$ cat src/rtl/muldiv_unit.sv
// Iterative RV32M multiply/divide unit: shift-add multiply and restoring divide,
// one bit per cycle, with a start/busy/done handshake and a synchronous flush.
module muldiv_unit #(
    parameter int XLEN = 32
) (
    input  logic            clk,
    input  logic            rst_n,
    input  logic            start,
    input  logic [2:0]      op,
    input  logic [XLEN-1:0] operand_a,
    input  logic [XLEN-1:0] operand_b,
    input  logic            flush,
    output logic            busy,
    output logic            done,
    output logic [XLEN-1:0] result
);

    localparam int CW = $clog2(XLEN) + 1;
    localparam logic [XLEN-1:0] SMIN = {1'b1, {(XLEN-1){1'b0}}};

    localparam logic [2:0] OP_MUL    = 3'b000;
    localparam logic [2:0] OP_MULH   = 3'b001;
    localparam logic [2:0] OP_MULHSU = 3'b010;
    localparam logic [2:0] OP_MULHU  = 3'b011;
    localparam logic [2:0] OP_DIV    = 3'b100;
    localparam logic [2:0] OP_DIVU   = 3'b101;
    localparam logic [2:0] OP_REM    = 3'b110;

    typedef enum logic [1:0] {
        IDLE = 2'd0,
        CALC = 2'd1,
        DONE = 2'd2
    } state_t;

    state_t              state_reg, state_next;
    logic [CW-1:0]       count_reg;
    logic [2:0]          op_reg;
    logic                neg_reg;
    logic [2*XLEN-1:0]   prod_reg;
    logic [XLEN-1:0]     mcand_reg;
    logic [XLEN:0]       rem_reg;
    logic [XLEN-1:0]     quot_reg;
    logic [XLEN-1:0]     divisor_reg;
    logic [XLEN-1:0]     result_reg;

    // Accept-time decode: signedness, magnitudes and divide special cases
    logic                accept;
    logic                is_div;
    logic                signed_a, signed_b;
    logic                a_neg, b_neg;
    logic [XLEN-1:0]     abs_a, abs_b;
    logic                div_zero, div_ovf, special;
    logic [XLEN-1:0]     special_val;
    logic                neg_flag;

    always_comb begin
        accept   = (state_reg == IDLE) && start && !flush;
        is_div   = op[2];
        signed_a = (op == OP_MULH) || (op == OP_MULHSU) || (op == OP_DIV) || (op == OP_REM);
        signed_b = (op == OP_MULH) || (op == OP_DIV) || (op == OP_REM);
        a_neg    = signed_a && operand_a[XLEN-1];
        b_neg    = signed_b && operand_b[XLEN-1];
        abs_a    = a_neg ? (~operand_a + 1'b1) : operand_a;
        abs_b    = b_neg ? (~operand_b + 1'b1) : operand_b;
        div_zero = is_div && (operand_b == '0);
        div_ovf  = is_div && !op[0] && (operand_a == SMIN) && (operand_b == '1);
        special  = div_zero || div_ovf;

        special_val = '0;
        if (div_zero) begin
            special_val = op[1] ? operand_a : '1;
        end else begin
            special_val = op[1] ? '0 : SMIN;
        end

        // Remainder takes the dividend's sign; everything else the XOR
        neg_flag = (is_div && op[1]) ? a_neg : (a_neg ^ b_neg);
    end

    // One iteration of the multiply and divide datapaths
    logic [XLEN:0]       mul_sum;
    logic [2*XLEN-1:0]   prod_step;
    logic [XLEN:0]       div_shift;
    logic [XLEN:0]       div_diff;
    logic                div_fits;
    logic [XLEN:0]       rem_step;
    logic [XLEN-1:0]     quot_step;
    logic [2*XLEN-1:0]   prod_signed;
    logic [XLEN-1:0]     quot_signed;
    logic [XLEN-1:0]     rem_signed;
    logic [XLEN-1:0]     final_val;
    logic                last_iter;

    always_comb begin
        mul_sum   = {1'b0, prod_reg[2*XLEN-1:XLEN]}
                  + (prod_reg[0] ? {1'b0, mcand_reg} : {(XLEN+1){1'b0}});
        prod_step = {mul_sum, prod_reg[XLEN-1:1]};

        div_shift = {rem_reg[XLEN-1:0], quot_reg[XLEN-1]};
        div_diff  = div_shift - {1'b0, divisor_reg};
        div_fits  = !div_diff[XLEN];
        rem_step  = div_fits ? div_diff : div_shift;
        quot_step = {quot_reg[XLEN-2:0], div_fits};

        // The full product is negated before the high half is picked
        prod_signed = neg_reg ? (~prod_step + 1'b1) : prod_step;
        quot_signed = neg_reg ? (~quot_step + 1'b1) : quot_step;
        rem_signed  = neg_reg ? (~rem_step[XLEN-1:0] + 1'b1) : rem_step[XLEN-1:0];

        case (op_reg)
            OP_MUL:                       final_val = prod_signed[XLEN-1:0];
            OP_MULH, OP_MULHSU, OP_MULHU: final_val = prod_signed[2*XLEN-1:XLEN];
            OP_DIV, OP_DIVU:              final_val = quot_signed;
            default:                      final_val = rem_signed;
        endcase

        last_iter = (state_reg == CALC) && (count_reg == CW'(1));
    end

    always_comb begin
        state_next = state_reg;
        if (flush) begin
            state_next = IDLE;
        end else begin
            case (state_reg)
                IDLE: begin
                    if (start) begin
                        state_next = special ? DONE : CALC;
                    end
                end
                CALC: begin
                    if (count_reg == CW'(1)) begin
                        state_next = DONE;
                    end
                end
                DONE:    state_next = IDLE;
                default: state_next = IDLE;
            endcase
        end
    end

    always_ff @(posedge clk or negedge rst_n) begin
        if (!rst_n) begin
            state_reg <= IDLE;
        end else begin
            state_reg <= state_next;
        end
    end

    always_ff @(posedge clk or negedge rst_n) begin
        if (!rst_n) begin
            count_reg   <= '0;
            op_reg      <= '0;
            neg_reg     <= 1'b0;
            prod_reg    <= '0;
            mcand_reg   <= '0;
            rem_reg     <= '0;
            quot_reg    <= '0;
            divisor_reg <= '0;
            result_reg  <= '0;
        end else if (accept) begin
            op_reg      <= op;
            neg_reg     <= neg_flag;
            count_reg   <= CW'(XLEN);
            prod_reg    <= {{XLEN{1'b0}}, abs_b};
            mcand_reg   <= abs_a;
            rem_reg     <= '0;
            quot_reg    <= abs_a;
            divisor_reg <= abs_b;
            if (special) begin
                result_reg <= special_val;
            end
        end else if ((state_reg == CALC) && !flush) begin
            count_reg <= count_reg - CW'(1);
            if (op_reg[2]) begin
                rem_reg  <= rem_step;
                quot_reg <= quot_step;
            end else begin
                prod_reg <= prod_step;
            end
            if (last_iter) begin
                result_reg <= final_val;
            end
        end
    end

    assign busy   = (state_reg != IDLE);
    assign done   = (state_reg == DONE);
    assign result = result_reg;

endmodule

$ cat config.mk
export PLATFORM = sky130hd
export DESIGN_NAME = muldiv_unit
export DESIGN_NICKNAME = d
export VERILOG_FILES = /design/src/rtl/muldiv_unit.sv
export SDC_FILE = /design/constraint.sdc
export NUM_CORES = 1
export LEC_CHECK = 0
export CAP_MARGIN = 10
export CORE_MARGIN = 3
export CORE_UTILIZATION = 31
export DETAILED_ROUTE_END_ITERATION = 6
export HOLD_SLACK_MARGIN = 0.08
export SYNTH_ARGS = -nofsm -noshare
export SYNTH_HDL_FRONTEND = slang
export SYNTH_SLANG_ARGS = --single-unit
export TNS_END_PERCENT = 1
$ cat constraint.sdc
create_clock -name clk -period 11.7 [get_ports clk]
set_clock_uncertainty 0.2 [all_clocks]
set_input_delay 1.755 -clock clk [delete_from_list [all_inputs] [get_ports clk]]
set_output_delay 1.755 -clock clk [all_outputs]
set_load 0.01 [all_outputs]
; After elaboration in Yosys (flattened, before gate mapping)
; Cells that the tools add are included.
[classes]
n_eq_ne = 18
n_reduce_logical = 33
n_mux = 32
add_sub_neg = 8
bitwise = 6
[ops]
columns = operator, count
row1 = 32-bit two-way mux, 19
row2 = 64-bit two-way mux, 4
row3 = 32-bit by 1-bit adder with 32-bit output (second input constant), 4
row4 = 32-bit inverter, 4
row5 = 32-bit one-hot mux with 3 select lines, 1
row6 = 64-bit by 1-bit adder with 64-bit output (second input constant), 1
row7 = 32-bit equality test (second input constant), 2
row8 = 64-bit inverter, 1
row9 = 32-bit by 32-bit adder with 33-bit output, 1
row10 = 33-bit by 32-bit subtractor with 33-bit output, 1
row11 = 32-bit logical NOT, 1
row12 = 3-bit equality test (second input constant), 4
row13 = 6-bit two-way mux, 2
row14 = 1-bit logical AND, 11
row15 = 3-bit by 2-bit equality test with 1-bit output (second input constant), 3
row16 = 2-bit two-way mux, 4
row17 = 2-bit nonzero test, 4
row18 = 3-bit by 1-bit equality test with 1-bit output (second input constant), 2
row19 = 6-bit by 1-bit equality test with 1-bit output (second input constant), 1
row20 = 1-bit logical OR, 6
row21 = 2-bit AND reduction, 3
row22 = 6-bit by 1-bit subtractor with 6-bit output (second input constant), 1
row23 = 2-bit by 1-bit != test with 1-bit output (second input constant), 2
row24 = 2-bit one-hot mux with 2 select lines, 1
row25 = other kinds (12), 14
[word_totals]
wordCells = 107
reg_bits = 236
out_inout_bits = 34
in_bits = 71

; Longest topological paths before layout
[depth]
word_depth = 9
mapped_depth = 23

; Least setup slack after synthesis
; Ideal clock, no wire load.
[synth_path]
path_kind = reg2reg
startpoint = register quot_reg[31]
endpoint = register result_reg[28], in the netlist result[28]
setup_slack_ns = 6.078
t_required_ns = 11.374
setup_ns = 0.126
arrival_time_ns = 5.296
synth_period_minus_slack_ns = 5.622
path_stages_with_launch = 23
path_cell_list = dfrtp_1 inv_1 ha_1 inv_1 fa_1 a211oi_1 nor3_1 o31a_1 o21ai_0 o211a_1 buf_2 buf_1 buf_1 mux2i_1 ha_1 nand3_1 nor3_1 nor2_1 nor4b_1 a41oi_1 xor2_1 a211oi_1 o21ai_1
[synth_between]
elab_chain_len = 9
word_cells_on_any_way = 13
classes_between = add/sub: 3 / mux: 7 / bitwise: 2 / reduce/logical: 1
[synth_rtl]
columns = element, line
row1 = from (decl), 42  ; logic [XLEN-1:0] quot_reg;
row2 = from (signal assigned), 168  ; quot_reg <= abs_a;
row3 = from (signal assigned), 177  ; quot_reg <= quot_step;
row4 = 33-bit by 32-bit subtractor with 33-bit output, 100  ; div_diff = div_shift - {1'b0, divisor_reg};
row5 = 32-bit two-way mux or 1-bit logical NOT (tied branches), "102, 101"
row6 = 32-bit inverter (on tied branches), "108, 107"
row7 = 32-bit by 1-bit adder with 32-bit output (on tied branches), "108, 107"
row8 = 32-bit two-way mux (on tied branches), "108, 107"
row9 = 32-bit one-hot mux with 3 select lines *, 110  ; case (op_reg)
row10 = 32-bit two-way mux *, 181  ; if (last_iter) begin
row11 = 32-bit two-way mux *, 173  ; end else if ((state_reg == CALC) && !flush) begin
row12 = 32-bit two-way mux *, 161  ; end else if (accept) begin
row13 = to (signal assigned), 171  ; result_reg <= special_val;
row14 = to (signal assigned), 182  ; result_reg <= final_val;
row15 = to (decl), 44  ; logic [XLEN-1:0] result_reg;
; Every way passes the cells marked *; elsewhere a longest branch is shown, timed or not. The select of a mux whose other input is x is not followed.
; A chain may end at the register's enable or synchronous reset.

; Final worst setup path
; Same ends and word-level chain as after synthesis.

==> run metrics <==
adder-cell share of the synthesized area=4.904%; area leader, netlist=dfrtp_1; Ys Warns=0; most frequent cells in the layout=306 x nand2_1, 235 x dfrtp_1, 218 x a21oi_1, 191 x o21ai_0, 178 x nor2_1; number of H-tree levels=1; # hold bufs at CTS=0; Yosys top cell area share=30.78%; setup violators final=0; CTS max path bufs=3; FP Rows=90; setup_tns=0 ns; Iteration-0 DRC Markers=1,788; RSZ-0062 raised after global routing=no; Mapped Area=19,190 µm²; max reg flops=64; fmax=0.1528 GHz; Worst Path Max Fanout=61; CTS resizes=0; Post-Synth Simple-Gate Area=22.93%; port bufs=104; DRT Pass-1 Iters=6; asr flop ratio synth=100.0%; M1 GR Usage=30.91%; DR vias=19,070; Mapped Cells=2,428; # IOs=105; proportion of layout cells with a drive suffix above 1=4.112%; worst skew pair latency=0.58 ns; cell mode on critical path=o31ai_1; Startpoint Class=flip-flop; post-synthesis mux area share=2.158%; sequential area share after synthesis=30.78%; Nets=2,579; chip width=254.8 µm; DR DRC count=0; Fin. Hold Viols=0; post-CTS setup buffers=0; outcome=finished clean; Synth area leaders=dfrtp_1 31%, nand2_1 6.0%, xnor2_1 5.9%; CTS Buf Count=30; xor/xnor cell area share of the yosys netlist=9.997%; combinational family with the most area after synthesis=compound AO/OA/AOI/OAI gates; root buffer cell=clkbuf_16; initial antenna violation count=1; WL per Instance=22.03 µm; FF/Latch Area=5909 µm²; Routed Wire Length=71.37 mm; Final min period=6.544 ns; Worst-Margin Slew=1.196 ns; post-synthesis compound-gate area fraction=24.96%; Slew Limit Fails=0; Yosys reg bits=236; GP Congestion=0.9414; DIE HEIGHT=254.8 µm; Total GRT Usage=21.54%; Critical Path AT=6.80 ns; Top Usage Layer GRT=met2; final hold slack=0.2669 ns; CP max stage delay=0.58 ns; syn_nets=2,573; final worst-path cycle share=55.93%; met3 Resource Use GR=4.334%; CP endpoint kind=flip-flop; CP Class=reg2reg; slowest library cell on the worst path=or4_1; syn_area_per_cell=7.902 µm²; CTS clk-pin slew, worst paths=0.06 ns; Slew headroom=20.29%; leading cell type in the layout, fill and taps excluded=nand2_1; largest net degree at the start of global routing=127; CP cell instances=inv_1 > ha_1 > inv_1 > fa_1 > a211oi_1 > nor3_1 > o31ai_1 > a21oi_1 > o211a_2 > buf_4 > inv_2 > ha_1 > nand2b_1 > nand2b_1 > or4_1 > o31ai_1 > xnor2_1 > a221oi_1 > o31ai_1 > a211oi_1 > o21ai_1; Layout Utilization=35.84%; Pleak=9.013 nW; post-DP HPWL=53.69 mm; Top FF cell, synth=dfrtp_1; post-route ant nets=0; pwr/cell area=188.0 nW/µm²; Multi-input gate area=12,490 µm²; grt met2 use=33.23%; core area=60,810 µm²; Worst VDD drop=123.3 µV; CTS tree=yes; vias per cell=5.885; Die Footprint=64,920 µm²; Initial Util=31.55%; # fillers=6,380; required time of the worst setup path=11.96 ns; vias in the first global route=18,310; Max-Cap Viols=0; first-pass GRT wire length=110.2 mm; Sink Count=236; count of cell types in the netlist=82; layout overhead on the synthesized area=13.58%; total grt overflow=0; Worst Hold Class=reg2reg; Power, Total=0.004097 W; design area=21,790 µm²; Post-DP Area=20,800 µm²; number of synthesized flops with an enable pin=0
[Yosys cell counts, types with 7 or more instances]
| cell type | count |
|---|---|
| and4_1 | 10 |
| nand4_1 | 27 |
| nor2_1 | 179 |
| a31oi_1 | 31 |
| ha_1 | 72 |
| and2_1 | 45 |
| inv_1 | 59 |
| a21oi_1 | 218 |
| and3_1 | 50 |
| clkbuf_1 | 123 |
| o31ai_1 | 38 |
| xnor2_1 | 130 |
| or4_1 | 16 |
| o21a_1 | 9 |
| o21ai_0 | 191 |
| o221ai_1 | 14 |
| nor4b_1 | 7 |
| nor4_1 | 17 |
| o31a_1 | 9 |
| o211ai_1 | 19 |
| xor2_1 | 89 |
| or2_2 | 9 |
| nor2b_1 | 10 |
| dfrtp_1 | 236 |
| a221oi_1 | 23 |
| nand3_1 | 91 |
| a21boi_0 | 8 |
| a221o_1 | 28 |
| o21bai_1 | 8 |
| o41ai_1 | 16 |
| buf_1 | 21 |
| nor3_1 | 59 |
| nand3b_1 | 8 |
| nand2_1 | 307 |
| a21o_1 | 51 |
| a211oi_1 | 21 |
| nand2b_1 | 13 |
| or3_1 | 29 |
| mux2i_1 | 38 |
[through the flow]
stage          setup slack [ns]  cells
2_1_floorplan             6.078   2428
3_3_place_gp              5.346   3183
3_5_place_dp              5.297   3183
4_1_cts                   5.234   3237
5_1_grt                   4.717   3238
6_report                  5.156   3240
[report_power, final]
group	leakage, nW	total (W)	internal, W	switching, W
clock	0.476	0.000935	0.000562	0.000373
combinational	5.57	0.00183	0.000727	0.00110
sequential	2.96	0.00134	0.00103	0.000303
[cell type report]
class,instances,area share [%]
Multi-Input combinational cell,1980,57.29
Sequential cell,236,27.12
Antenna cell,2,0.02296
Inverter,61,1.051
Timing Repair Buffer,125,5.540
Tap cell,782,4.490
Clock buffer,53,4.352
Clock inverter,1,0.1378
[cells by family (layout without fill, tap and decap cells)]
logic type	Yosys count	in the layout
XOR/XNOR	219	219
AO/OA/AOI/OAI	747	747
adder cells (fa/ha/maj)	74	74
other	0	2
buffers and inverters	212	240
multiplexers	41	41
flip-flops	236	236
AND/OR/NAND/NOR	899	899
[routing by layer]
metal,vias to the layer above,wire [µm]
li1,8835,-
met1,9333,32090
met2,788,31250
met3,111,6186
met4,0,1836
met5,-,0
[path summary, 6_finish.rpt]
| check | startpoint | to | slack (ns) | cells after the start |
|---|---|---|---|---|
| worst max-delay path | quot_reg[31]$_DFFE_PN0P_ | result[28]$_DFFE_PN0P_ | 5.16 | 21 |
| worst min-delay path | mcand_reg[17]$_DFFE_PN0P_ | mcand_reg[17]$_DFFE_PN0P_ | 0.27 | 1 |
| worst max register to register | quot_reg[31]$_DFFE_PN0P_ | result[28]$_DFFE_PN0P_ | 5.16 | 21 |
| worst min register to register | mcand_reg[17]$_DFFE_PN0P_ | mcand_reg[17]$_DFFE_PN0P_ | 0.27 | 1 |
| max in group asynchronous | rst_n | divisor_reg[9]$_DFFE_PN0P_ | 7.96 | 3 |
| min in group asynchronous | rst_n | divisor_reg[15]$_DFFE_PN0P_ | 1.04 | 1 |
[critical path: cells and delay by family (launching register included)]
| family | cells | cell delay (ns) |
|---|---|---|
| buffers and inverters | 4 | 1.04 |
| XOR/XNOR | 1 | 0.11 |
| AND/OR/NAND/NOR | 4 | 1.25 |
| AO/OA/AOI/OAI | 9 | 2.53 |
| flip-flops | 1 | 0.42 |
| adder cells (fa/ha/maj) | 3 | 0.88 |
Power figures use the tool's default switching activity.
